## src/rtl/multicycle_main_control.sv

```systemverilog
// Multi-cycle main control FSM for the LEGv8-subset CPU.
// Sequences fetch/decode/execute/memory/write-back/branch and drives the
// datapath strobes. It has a memory-ready handshake with a timeout, and it
// counts retired instructions.
module multicycle_main_control #(
  parameter int unsigned TIMEOUT = 16,
  parameter int unsigned CNT_W   = 32
) (
  input  logic             clk,
  input  logic             rst,
  input  logic [10:0]      opcode,
  input  logic             zero,
  input  logic             mem_ready,
  output logic [1:0]       alu_op,
  output logic             reg2loc,
  output logic             alu_src,
  output logic             mem_read,
  output logic             mem_write,
  output logic             mem_to_reg,
  output logic             reg_write,
  output logic             ir_write,
  output logic             pc_write,
  output logic             pc_src,
  output logic             illegal_op,
  output logic             mem_timeout,
  output logic             halted,
  output logic [CNT_W-1:0] retired
);

  localparam int unsigned WAIT_W = $clog2(TIMEOUT + 1);

  typedef enum logic [2:0] {
    S_RST, S_FETCH, S_DECODE, S_EXEC, S_MEM, S_WB, S_BRANCH, S_HALTED
  } state_t;

  typedef enum logic [3:0] {
    C_RTYPE, C_ADDI, C_LDUR, C_STUR, C_CBZ, C_CBNZ, C_B, C_HALT, C_ILL
  } op_class_t;

  state_t             state_q, state_d;
  op_class_t          cls_q, class_c;
  logic [WAIT_W-1:0]  wait_q;
  logic [CNT_W-1:0]   retired_q;
  logic               timeout_q;
  logic               retire_c;
  logic               fault_c;

  // Opcode classifier over IR[31:21].
  always_comb begin
    class_c = C_ILL;
    casez (opcode)
      11'b11111000010: class_c = C_LDUR;
      11'b11111000000: class_c = C_STUR;
      11'b10001011000: class_c = C_RTYPE;
      11'b11001011000: class_c = C_RTYPE;
      11'b10001010000: class_c = C_RTYPE;
      11'b10101010000: class_c = C_RTYPE;
      11'b1001000100?: class_c = C_ADDI;
      11'b10110100???: class_c = C_CBZ;
      11'b10110101???: class_c = C_CBNZ;
      11'b000101?????: class_c = C_B;
      11'b11111111111: class_c = C_HALT;
      default:         class_c = C_ILL;
    endcase
  end

  // State, opcode class, wait counter, retire counter and sticky timeout flag.
  always_ff @(posedge clk) begin
    if (rst) begin
      state_q   <= S_RST;
      cls_q     <= C_ILL;
      wait_q    <= '0;
      retired_q <= '0;
      timeout_q <= 1'b0;
    end else begin
      state_q <= state_d;
      if (state_q == S_DECODE) cls_q <= class_c;
      if (state_d != state_q)
        wait_q <= '0;
      else if ((state_q == S_FETCH || state_q == S_MEM) && !mem_ready)
        wait_q <= wait_q + WAIT_W'(1);
      if (retire_c) retired_q <= retired_q + CNT_W'(1);
      if (fault_c)  timeout_q <= 1'b1;
    end
  end

  // Next-state and control decode. Fetch-complete and branch-taken outputs depend on inputs.
  always_comb begin
    state_d    = state_q;
    alu_op     = 2'b00;
    reg2loc    = 1'b0;
    alu_src    = 1'b0;
    mem_read   = 1'b0;
    mem_write  = 1'b0;
    mem_to_reg = 1'b0;
    reg_write  = 1'b0;
    ir_write   = 1'b0;
    pc_write   = 1'b0;
    pc_src     = 1'b0;
    illegal_op = 1'b0;
    retire_c   = 1'b0;
    // A ready arriving in the last allowed cycle still completes the access.
    fault_c    = (state_q == S_FETCH || state_q == S_MEM) && !mem_ready &&
                 (wait_q == WAIT_W'(TIMEOUT - 1));

    case (state_q)
      S_RST: state_d = S_FETCH;

      S_FETCH: begin
        if (fault_c) begin
          state_d = S_HALTED;
        end else begin
          mem_read = 1'b1;
          if (mem_ready) begin
            ir_write = 1'b1;
            pc_write = 1'b1;
            state_d  = S_DECODE;
          end
        end
      end

      S_DECODE: begin
        case (class_c)
          C_RTYPE, C_ADDI, C_LDUR, C_STUR: state_d = S_EXEC;
          C_CBZ, C_CBNZ, C_B:              state_d = S_BRANCH;
          C_HALT: begin
            state_d  = S_HALTED;
            retire_c = 1'b1;
          end
          default: begin
            illegal_op = 1'b1;
            state_d    = S_FETCH;
          end
        endcase
      end

      S_EXEC: begin
        alu_op  = (cls_q == C_RTYPE) ? 2'b10 : 2'b00;
        alu_src = (cls_q == C_ADDI || cls_q == C_LDUR || cls_q == C_STUR);
        reg2loc = (cls_q == C_STUR);
        state_d = (cls_q == C_LDUR || cls_q == C_STUR) ? S_MEM : S_WB;
      end

      S_MEM: begin
        alu_src = 1'b1;
        if (fault_c) begin
          state_d = S_HALTED;
        end else begin
          mem_read  = (cls_q == C_LDUR);
          mem_write = (cls_q != C_LDUR);
          if (mem_ready) begin
            if (cls_q == C_LDUR) begin
              state_d = S_WB;
            end else begin
              state_d  = S_FETCH;
              retire_c = 1'b1;
            end
          end
        end
      end

      S_WB: begin
        reg_write  = 1'b1;
        mem_to_reg = (cls_q == C_LDUR);
        alu_op     = (cls_q == C_RTYPE) ? 2'b10 : 2'b00;
        alu_src    = (cls_q != C_RTYPE);
        state_d    = S_FETCH;
        retire_c   = 1'b1;
      end

      S_BRANCH: begin
        alu_op   = 2'b01;
        reg2loc  = 1'b1;
        pc_write = 1'b1;
        pc_src   = (cls_q == C_B) ? 1'b1 : (cls_q == C_CBZ) ? zero : ~zero;
        state_d  = S_FETCH;
        retire_c = 1'b1;
      end

      S_HALTED: state_d = S_HALTED;

      default: state_d = S_RST;
    endcase

    // A reset cycle aborts the instruction in flight and drives no strobes.
    if (rst) begin
      alu_op     = 2'b00;
      reg2loc    = 1'b0;
      alu_src    = 1'b0;
      mem_read   = 1'b0;
      mem_write  = 1'b0;
      mem_to_reg = 1'b0;
      reg_write  = 1'b0;
      ir_write   = 1'b0;
      pc_write   = 1'b0;
      pc_src     = 1'b0;
      illegal_op = 1'b0;
    end
  end

  assign halted      = (state_q == S_HALTED) && !rst;
  assign mem_timeout = timeout_q && !rst;
  assign retired     = retired_q;

endmodule

```

## config.mk

```make
export PLATFORM = sky130hd
export DESIGN_NAME = multicycle_main_control
export DESIGN_NICKNAME = d
export VERILOG_FILES = /design/src/rtl/multicycle_main_control.sv
export SDC_FILE = /design/constraint.sdc
export NUM_CORES = 1
export LEC_CHECK = 0
export ABC_AREA = 1
export BUFFER_PORTS_ARGS = -buffer_cell sky130_fd_sc_hd__buf_2
export CAP_MARGIN = 20
export CORE_ASPECT_RATIO = 0.9
export CORE_UTILIZATION = 54
export DETAILED_ROUTE_END_ITERATION = 16
export PLACE_DENSITY = 0.79
export SKIP_CTS_REPAIR_TIMING = 1
export SYNTH_ARGS = -nofsm -noshare
export SYNTH_HDL_FRONTEND = slang
export SYNTH_SLANG_ARGS = --single-unit
export TNS_END_PERCENT = 100
```

## constraint.sdc

```tcl
create_clock -name clk -period 2 [get_ports clk]
set_input_delay 0.1 -clock clk [delete_from_list [all_inputs] [get_ports clk]]
set_output_delay 0.1 -clock clk [all_outputs]
set_load 0.1 [all_outputs]
```

==> key figures <==
Run status
  – Status: finished clean

Timing
  – Setup violators final: 0
  – Minimum clock period: 1.91 ns
  – Final Slew Violations: 0
  – Relative slew slack: 0.550
  – Clk_skew: between 0.009 and 0.01 ns
  – Post-route clock period utilization: 0.957
  – Worst slew pin tran: 0.675 ns
  – Final hold violations: 0
  – Fmax: 523 MHz

Global routing
  – Vias in the first global route: 2586
  – First-pass GRT wire length: roughly 11000 um
  – Total gr overflow: 0
  – Total GRT Usage: 0.259
  – Antenna violations before repair: 0
  – Largest net degree at the start of global routing: 22

Clock tree
  – Root Buffer: clkbuf_8
  – Max Root-Sink Buffers: 2
  – Worst-path clk slew: 0.08 ns
  – CTS Buf Count: 5
  – CTS sink count: 45
  – Skew-Pair Late Insertion Delay: 0.30 ns
  – TritonCTS clock tree: built
  – Htree depth: 2

Finish
  – P&R area growth vs syn: 29.8%
  – ANT cells: 0
  – Nets: about 510
  – Share of cells above drive strength 1: 0.299
  – Final Non-Filler Cells: 556
  – Final Core Density: 0.733

Placed design
  – Routability Congestion: roughly 0.84
  – HPWL Detailed: 5280 um
  – Inst Count DP: 547
  – Port Buf Inserts: 60

Route
  – Via density: about 5.3
  – DRC: 0
  – First-pass DRT Iterations: 5
  – Drt wl/cell: 12.4 um
  – Vias after detailed routing: 2964
  – 1st-iter DRT viols: 225
  – Detail Route Antenna Nets: 0
  – Final WL: 6910 um

Synth
  – Synth Cell Area: 2760 um2
  – Synthesized instance count: between 400 and 500
  – Syn Area/Cell: 6.55 um2
  – Synth Register Bits: 45
  – Synth unique cells: 41
  – Asr flop ratio synth: 0
  – Mapped Nets: 440
  – Register area share after synthesis: 0.326
  – EDFF count, synth: 0
  – YS warnings: 0
  – Primary FF master, synth: dfxtp_1

Power
  – P_leak: 1.53 nW
  – Max VDD drop: 0.457 mV
  – Power Dens Cells: between 500 and 600 nW/um2

Floorplan
  – Die area: 5410 um2
  – Die width: 77.4 um
  – Core area: between 4000 and 5000 um2
  – Initial Utilization: 0.565
  – Row Count: 24
  – DIE HEIGHT: 69.9 um
  – Total I/O pin count: 61

Setup path
  – Worst path required time: 1.90 ns
  – CP Max Fanout: 3
  – CP Class: reg2out
  – CP Capture Type: output port
  – Startpoint types: register
  – Critical Path AT: 1.81 ns

Worst hold path
  – Min-delay worst type: in2reg

Job
  – Max cap viols: 0
## kinds of logic (layout without fill, tap and decap cells)
kind of cell	Yosys count	count (layout)	share of synthesized area
compound gates	55	55	0.112
xor+xnor	12	12	0.0380
fa+ha+maj	3	3	0.0136
buf+inv	76	145	0.109
flops	45	45	0.326
mux	1	1	0.00362
simple gates	230	230	0.398
## stage by stage
stage	total power [W]	area [um2]	TNS, ns	setup slack [ns]	hold slack, ns
floorplan	0.00121	2920	-1.96	-0.579	0.333
global placement	0.00129	3430	0	0.170	0.451
detailed placement	0.00130	3430	0	0.0972	0.470
CTS	0.00195	3540	-0.495	-0.116	0.203
global route	0.00204	3590	-0.0158	-0.00642	0.247
finish	0.00195	3590	0	0.0867	0.202
## metal layers
metal / vias up / part of all wire / track usage
met5: - / 0 / 0
met1: 1357 / 0.47 / 0.355
met2: 91 / 0.47 / 0.430
li1: 1510 / - / -
met3: 6 / 0.060 / 0.0458
met4: 0 / 0.0074 / 0.0440
## cell usage in the layout, fill, tap and decap left out, types with 7 or more instances in the layout
cell     count
nand4_1     13
nor3_1      13
nor2_2      10
dfxtp_4      7
buf_2       51
buf_12       7
inv_1       62
nand3_1     22
a21oi_1     22
dfxtp_1     20
buf_4       10
nand2_1     80
dfxtp_2     18
o21ai_0     15
nor2_1      58
## where the power goes
| part | switching (W) | total (W) | internal (W) |
|---|---|---|---|
| clock network | 0.000301 | 0.000658 | 0.000357 |
| logic | 0.000252 | 0.000363 | 0.000111 |
| registers | 0.0000254 | 0.000933 | 0.000908 |
| total | 0.000578 | 0.00195 | 0.00138 |
## flip-flops by register name, indices dropped and copies added, names as in the netlist
| register | cells |
|---|---|
| timeout_q | 1 |
| wait_q | 5 |
| state_q | 3 |
| cls_q | 4 |
| retired | 32 |
## layout make-up
type,count,area [um2]
multi-input combinational,301,1700
fill,389,1310
sequential,45,950
timing repair buffer,70,485
inverter,67,256
clock buffer,8,111
tap,65,81.3
## path summary, 6_finish.rpt
kind,from,endpoint,slack [ns],depth (start not counted)
min,opcode[1],cls_q[0],0.20,4
min reg2reg,timeout_q,timeout_q,0.48,1
max,wait_q[0],mem_write,0.09,7
max reg2reg,retired[0],retired[28],0.11,10
## worst max-delay path, cell delays in order (launching register included)
cell	delay, ns
dfxtp_2	0.35
ha_2	0.17
and3_4	0.19
ha_4	0.15
inv_4	0.04
nor3_4	0.32
nor4_4	0.09
buf_12	0.19
## Yosys cell counts (2+ instances only)
master    instances  share of area
or2_1             2         0.0045
dfxtp_1          45           0.33
nor2_2            4         0.0091
nand3b_1          3         0.0081
and3_1            2         0.0045
nor2_4            2         0.0081
a31oi_1           2         0.0045
nor3_1           18          0.033
inv_2             2         0.0027
o21ai_0          17          0.031
nand4_1          13          0.029
o211ai_1          3         0.0081
clkbuf_1          6         0.0081
nor4_1            5          0.011
nand3_1          23          0.042
a21oi_1          23          0.042
inv_1            64          0.087
o21a_1            3         0.0081
xnor2_1           6          0.019
nor2_1           64          0.087
nor3_2            4          0.014
xor2_1            6          0.019
nor3_4            2          0.012
nand4_2           2         0.0091
nand2_1          82           0.11
ha_1              3          0.014
o21ai_1           2         0.0036
Power figures use the tool's default switching activity.
